[src/rtl/vga_timing_pkg.sv]
`default_nettype none
// ============================================================================
//  Module      : vga_timing_pkg
//  Description : Default 640x480@60 raster timing, axis total derivation and
//                the shared screen-coordinate type.
//  Revision    : 1.0 - initial release
// ============================================================================
package vga_timing_pkg;

    typedef logic [9:0] coord_t;

    // Largest axis total the 10-bit coordinate ports can represent.
    localparam int unsigned c_coord_limit = 1024;

    localparam int unsigned c_h_active = 640;
    localparam int unsigned c_h_fp     = 16;
    localparam int unsigned c_h_sync   = 96;
    localparam int unsigned c_h_bp     = 48;

    localparam int unsigned c_v_active = 480;
    localparam int unsigned c_v_fp     = 10;
    localparam int unsigned c_v_sync   = 2;
    localparam int unsigned c_v_bp     = 33;

    function automatic int unsigned axis_total(
        input int unsigned active,
        input int unsigned fp,
        input int unsigned sync,
        input int unsigned bp
    );
        return active + fp + sync + bp;
    endfunction

    localparam int unsigned c_h_total = axis_total(c_h_active, c_h_fp, c_h_sync, c_h_bp);
    localparam int unsigned c_v_total = axis_total(c_v_active, c_v_fp, c_v_sync, c_v_bp);

endpackage : vga_timing_pkg
`default_nettype wire

[src/rtl/vga_axis_counter.sv]
`default_nettype none
// ============================================================================
//  Module      : vga_axis_counter
//  Description : Wrap-around position counter for one raster axis, with
//                active/sync window decode of the value it will hold next.
//  Revision    : 1.0 - initial release
// ============================================================================
module vga_axis_counter
    import vga_timing_pkg::*;
#(
    parameter int unsigned ACTIVE = c_h_active,
    parameter int unsigned FP     = c_h_fp,
    parameter int unsigned SYNC   = c_h_sync,
    parameter int unsigned BP     = c_h_bp
) (
    input  logic       clk,
    input  logic       rst_n,
    input  logic       i_en,
    output logic [9:0] o_count,
    output logic       o_wrap,
    output logic       o_next_active,
    output logic       o_next_sync
);

    localparam int unsigned c_total      = axis_total(ACTIVE, FP, SYNC, BP);
    localparam coord_t      c_last       = coord_t'(c_total - 1);
    localparam logic [10:0] c_active_end = 11'(ACTIVE);
    localparam logic [10:0] c_sync_start = 11'(ACTIVE + FP);
    localparam logic [10:0] c_sync_end   = 11'(ACTIVE + FP + SYNC);

    if (c_total > c_coord_limit) begin : g_total_check
        $error("vga_axis_counter: axis total %0d exceeds %0d", c_total, c_coord_limit);
    end

    coord_t      r_count;
    coord_t      w_next;
    logic        w_at_last;
    logic [10:0] w_next_ext;

    assign w_at_last = (r_count == c_last);

    always_comb begin
        w_next = r_count;
        if (i_en) begin
            w_next = w_at_last ? '0 : r_count + coord_t'(1);
        end
    end

    // Reset parks on the last position so the first enabled edge lands on 0.
    always_ff @(posedge clk or negedge rst_n) begin
        if (!rst_n) begin
            r_count <= c_last;
        end else begin
            r_count <= w_next;
        end
    end

    assign w_next_ext    = {1'b0, w_next};
    assign o_count       = r_count;
    assign o_wrap        = i_en && w_at_last;
    assign o_next_active = (w_next_ext < c_active_end);
    assign o_next_sync   = (w_next_ext >= c_sync_start) && (w_next_ext < c_sync_end);

endmodule : vga_axis_counter
`default_nettype wire

[src/rtl/vga_signals.sv]
`default_nettype none
// ============================================================================
//  Module      : vga_signals
//  Description : VGA raster timing generator producing beam position, sync
//                pulses and display enable, all registered in the pixel clock.
//  Revision    : 1.0 - initial release
// ============================================================================
module vga_signals
    import vga_timing_pkg::*;
#(
    parameter int unsigned H_ACTIVE = c_h_active,
    parameter int unsigned H_FP     = c_h_fp,
    parameter int unsigned H_SYNC   = c_h_sync,
    parameter int unsigned H_BP     = c_h_bp,
    parameter int unsigned V_ACTIVE = c_v_active,
    parameter int unsigned V_FP     = c_v_fp,
    parameter int unsigned V_SYNC   = c_v_sync,
    parameter int unsigned V_BP     = c_v_bp,
    parameter logic        H_POL    = 1'b0,
    parameter logic        V_POL    = 1'b0
) (
    input  logic       clk,
    input  logic       rst_pixel,
    output logic [9:0] sx,
    output logic [9:0] sy,
    output logic       hsync,
    output logic       vsync,
    output logic       de
);

    logic [9:0] w_h_count;
    logic [9:0] w_v_count;
    logic       w_h_wrap;
    logic       w_v_wrap_unused;
    logic       w_h_next_active;
    logic       w_h_next_sync;
    logic       w_v_next_active;
    logic       w_v_next_sync;

    logic       r_hsync;
    logic       r_vsync;
    logic       r_de;

    vga_axis_counter #(
        .ACTIVE (H_ACTIVE),
        .FP     (H_FP),
        .SYNC   (H_SYNC),
        .BP     (H_BP)
    ) u_h_counter (
        .clk           (clk),
        .rst_n         (rst_pixel),
        .i_en          (1'b1),
        .o_count       (w_h_count),
        .o_wrap        (w_h_wrap),
        .o_next_active (w_h_next_active),
        .o_next_sync   (w_h_next_sync)
    );

    vga_axis_counter #(
        .ACTIVE (V_ACTIVE),
        .FP     (V_FP),
        .SYNC   (V_SYNC),
        .BP     (V_BP)
    ) u_v_counter (
        .clk           (clk),
        .rst_n         (rst_pixel),
        .i_en          (w_h_wrap),
        .o_count       (w_v_count),
        .o_wrap        (w_v_wrap_unused),
        .o_next_active (w_v_next_active),
        .o_next_sync   (w_v_next_sync)
    );

    // Decoding the counters' next values keeps these flops aligned with sx/sy.
    always_ff @(posedge clk or negedge rst_pixel) begin
        if (!rst_pixel) begin
            r_hsync <= ~H_POL;
            r_vsync <= ~V_POL;
            r_de    <= 1'b0;
        end else begin
            r_hsync <= w_h_next_sync ? H_POL : ~H_POL;
            r_vsync <= w_v_next_sync ? V_POL : ~V_POL;
            r_de    <= w_h_next_active && w_v_next_active;
        end
    end

    assign sx    = w_h_count;
    assign sy    = w_v_count;
    assign hsync = r_hsync;
    assign vsync = r_vsync;
    assign de    = r_de;

endmodule : vga_signals
`default_nettype wire

[config.mk]
export PLATFORM = sky130hd
export DESIGN_NAME = vga_signals
export DESIGN_NICKNAME = d
export VERILOG_FILES = /design/src/rtl/vga_timing_pkg.sv /design/src/rtl/vga_axis_counter.sv /design/src/rtl/vga_signals.sv
export SDC_FILE = /design/constraint.sdc
export NUM_CORES = 1
export LEC_CHECK = 0
export ABC_AREA = 1
export ABC_CLOCK_PERIOD_IN_PS = 3000
export CORE_AREA = 2 2 58 60
export CTS_BUF_LIST = sky130_fd_sc_hd__clkbuf_4 sky130_fd_sc_hd__clkbuf_8 sky130_fd_sc_hd__clkbuf_16
export DETAILED_ROUTE_END_ITERATION = 7
export DIE_AREA = 0 0 60 62
export PLACE_DENSITY = 0.77
export SYNTH_ARGS = -nofsm -noshare
export SYNTH_HDL_FRONTEND = slang
export SYNTH_HIERARCHICAL = 1
export SYNTH_SLANG_ARGS = --single-unit
[constraint.sdc]
create_clock -name clk -period 3 [get_ports clk]
set_input_delay 0.6 -clock clk [delete_from_list [all_inputs] [get_ports clk]]
set_output_delay 0.6 -clock clk [all_outputs]
set_load 0.01 [all_outputs]
==> flow_summary.yaml <==
setup_path:
  critPathMaxFanout: 13
  slowest_stage: "dfstp_2"
  critPathCaptureType: "register"
  critPathKind: "reg -> reg"
  cp-start-kind: "register"
  crit_chain: "ha_1 -> nand2_1 -> nor2_4 -> nand3_2 -> inv_1 -> nand2_1 -> nor2_1 -> nand2_1 -> nand2_1 -> nand2_2 -> nor2_4 -> nand2_1 -> nor2_2 -> inv_1"
  cp_data_required_time_ps: 3250
  cp_num_buf_inv: 2
  slowest_delay_ps: 590
  arrival_ps: 2740
  path_delay_family: "simple AND/OR/NAND/NOR gates"
  crit_top_cell: "nand2_1"
finish:
  layout_common_cells: "nand2_1 (44), inv_1 (35), clkdlybuf4s50_1 (24)"
  diodes: 0
  final_util_pct: 56.6
  nets: 225
  nFillCells: 301
  syn2layout_area_growth_pct: 22.2
  final_common_cell: "nand2_1"
  regArea_um2: 591
  multi_input_area_um2: 734
  drive_gt1_share_pct: 23.3
timing:
  rsz0062_at_grt: "false"
  fmax_mhz: 401
  hold_slack_ps: 557
  drv_slew: 0
  finalHoldViolations: 0
  fin_tns_setup_ps: 0
  fin_skew_ps: 2.39
  finalSetupViolations: 0
  setup_ws_ps: 508
  fin_crit_sh_pct: 83.1
  period_needed_ps: 2490
status:
  status: "complete, no violations"
power:
  p_leak_nw: 0.855
  total_power_w: 0.000805
  power_density_nw_per_um2: 448
  ir_worst_vdd_uv: 273
global_routing:
  grt_pass1_vias: 1132
  grt_max_degree: 24
  antenna_found_initial: 0
  track_usage_pct: 16.4
  grt_pass1_wl_um: 4570
  grt_overflow_total: 0
die:
  ioPinCount: 25
  core_um2: 3180
  fp.dieW_um: 60
  die_area_um2: 3720
  die_h_um: 62
  start_util_pct: 46.3
  row_count: 21
drt:
  first_iter_violations: 53
  antenna_left: 0
  drc: 0
  route.final.wire_length_um: 2790
  dr_total_vias: 1262
  avgViaCountPerCell: 4.76
  drtPass1Iterations: 5
  wl_per_cell_um: 10.5
placement:
  io_buffers: 24
  dp_hpwl_um: 2170
  pre_cts_slack_ps: 560
  place_congestion: 0.855
clocking:
  clockBufferDepth: 2
  cts_resized: 0
  h-tree-depth: 1
  numClockSinks: 23
  clock_latency_ps: 300
  cts_hold_buffers: 0
  cts_setup_buffers: 0
  cts-root-buf: "clkbuf_4"
  path_clk_slew_ps: 120
  cts_tree: "done"
  cts_buffers: 3
flow_run:
  drv_cap: 0
min_path:
  min_path_type: "reg -> reg"
yosys:
  syn_area_per_cell_um2: 7.71
  yosysWarnings: 6
  ys_types: 26
  synth_area_leaders: "dfstp_2 (21%), dfrtp_1 (19%), nand2_1 (11%), inv_1 (8.9%), nand3_2 (5.4%)"
  synth_top_cell_by_area: "dfstp_2"
  synth-seq-cells: 23
  synth_area_um2: 1470
  yosysSeqAreaShare_pct: 40.1
  synthCells: 191
  synth_top_area_share_pct: 21.4
## final timing paths
check | from | end | slack [ps] | cells after the start
hold reg to reg | u_h_counter/o_count[4]$_DFF_PN1_ | u_h_counter/o_count[4]$_DFF_PN1_ | 560 | 2
max in group asynchronous | rst_pixel | u_h_counter/o_count[9]$_DFF_PN1_ | 2080 | 2
setup / recovery | u_h_counter/o_count[1]$_DFF_PN1_ | vsync$_DFF_PN1_ | 510 | 14
setup reg to reg | u_h_counter/o_count[1]$_DFF_PN1_ | vsync$_DFF_PN1_ | 510 | 14
min in group asynchronous | rst_pixel | u_v_counter/o_count[4]$_DFF_PN0_ | 640 | 2
hold / removal | u_h_counter/o_count[4]$_DFF_PN1_ | u_h_counter/o_count[4]$_DFF_PN1_ | 560 | 2
## layout make-up
cell class | count | area share (%)
Clock buffer | 4 | 1.67
Tap cell | 46 | 3.20
Sequential cell | 23 | 32.8
Multi-Input combinational cell | 130 | 40.8
Inverter | 37 | 7.72
Timing Repair Buffer | 25 | 13.8
## synth_stat cells (all sizes together)
cell type and count:
a21oi 3, and2 1, buf 2, conb 1
dfrtp 11, dfstp 12, ha 3, inv 37
nand2 55, nand3 23, nand4 6, nor2 26
nor3 2, nor4 1, o21ai 3, xnor2 3
xor2 2
## power by group
group	internal (W)	switching [W]	leakage, nW
Clock	0.0000608	0.0000852	0.0184
Sequential	0.000370	0.0000574	0.242
Combinational	0.000112	0.000120	0.594
Total	0.000542	0.000263	0.855
## through the flow
step,std cells,instance area (um^2)
4_1_cts,265,1800
2_1_floorplan,192,1480
3_3_place_gp,261,1770
6_report,265,1800
5_1_grt,265,1800
3_5_place_dp,261,1770
## sequential cells by signal (all words and copies together), names as in the netlist
name	flops
de	1
hsync	1
u_h_counter/o_count	10
u_v_counter/o_count	10
vsync	1
## kinds of logic (layout without fill, tap and decap cells)
kind of cell               after synthesis  in the layout  synth area share [%]
and+or+nand+nor                        114            114                  41.0
AOI/OAI and AO/OA                        6              6                  2.29
buffers and inverters                   39             66                  10.3
other                                    1              2                 0.255
adders and majority gates                3              3                  2.55
DFF                                     23             23                  40.1
xor gates and xnor gates                 5              5                  3.48
## worst min-delay path, delay by kind of cell, from the launching register on
kind	cells	cell delay [ps]
flops	1	400
simple gates	2	150
## routing by layer
layer / wire (um) / vias up / global-route usage, %
li1: - / 638 / -
met2: 1380 / 33 / 28.0
met4: 23 / 0 / 7.94
met1: 1280 / 587 / 20.0
met3: 117 / 4 / 2.90
met5: 0 / - / 0
Note: power is estimated with default switching activity, not from simulation.
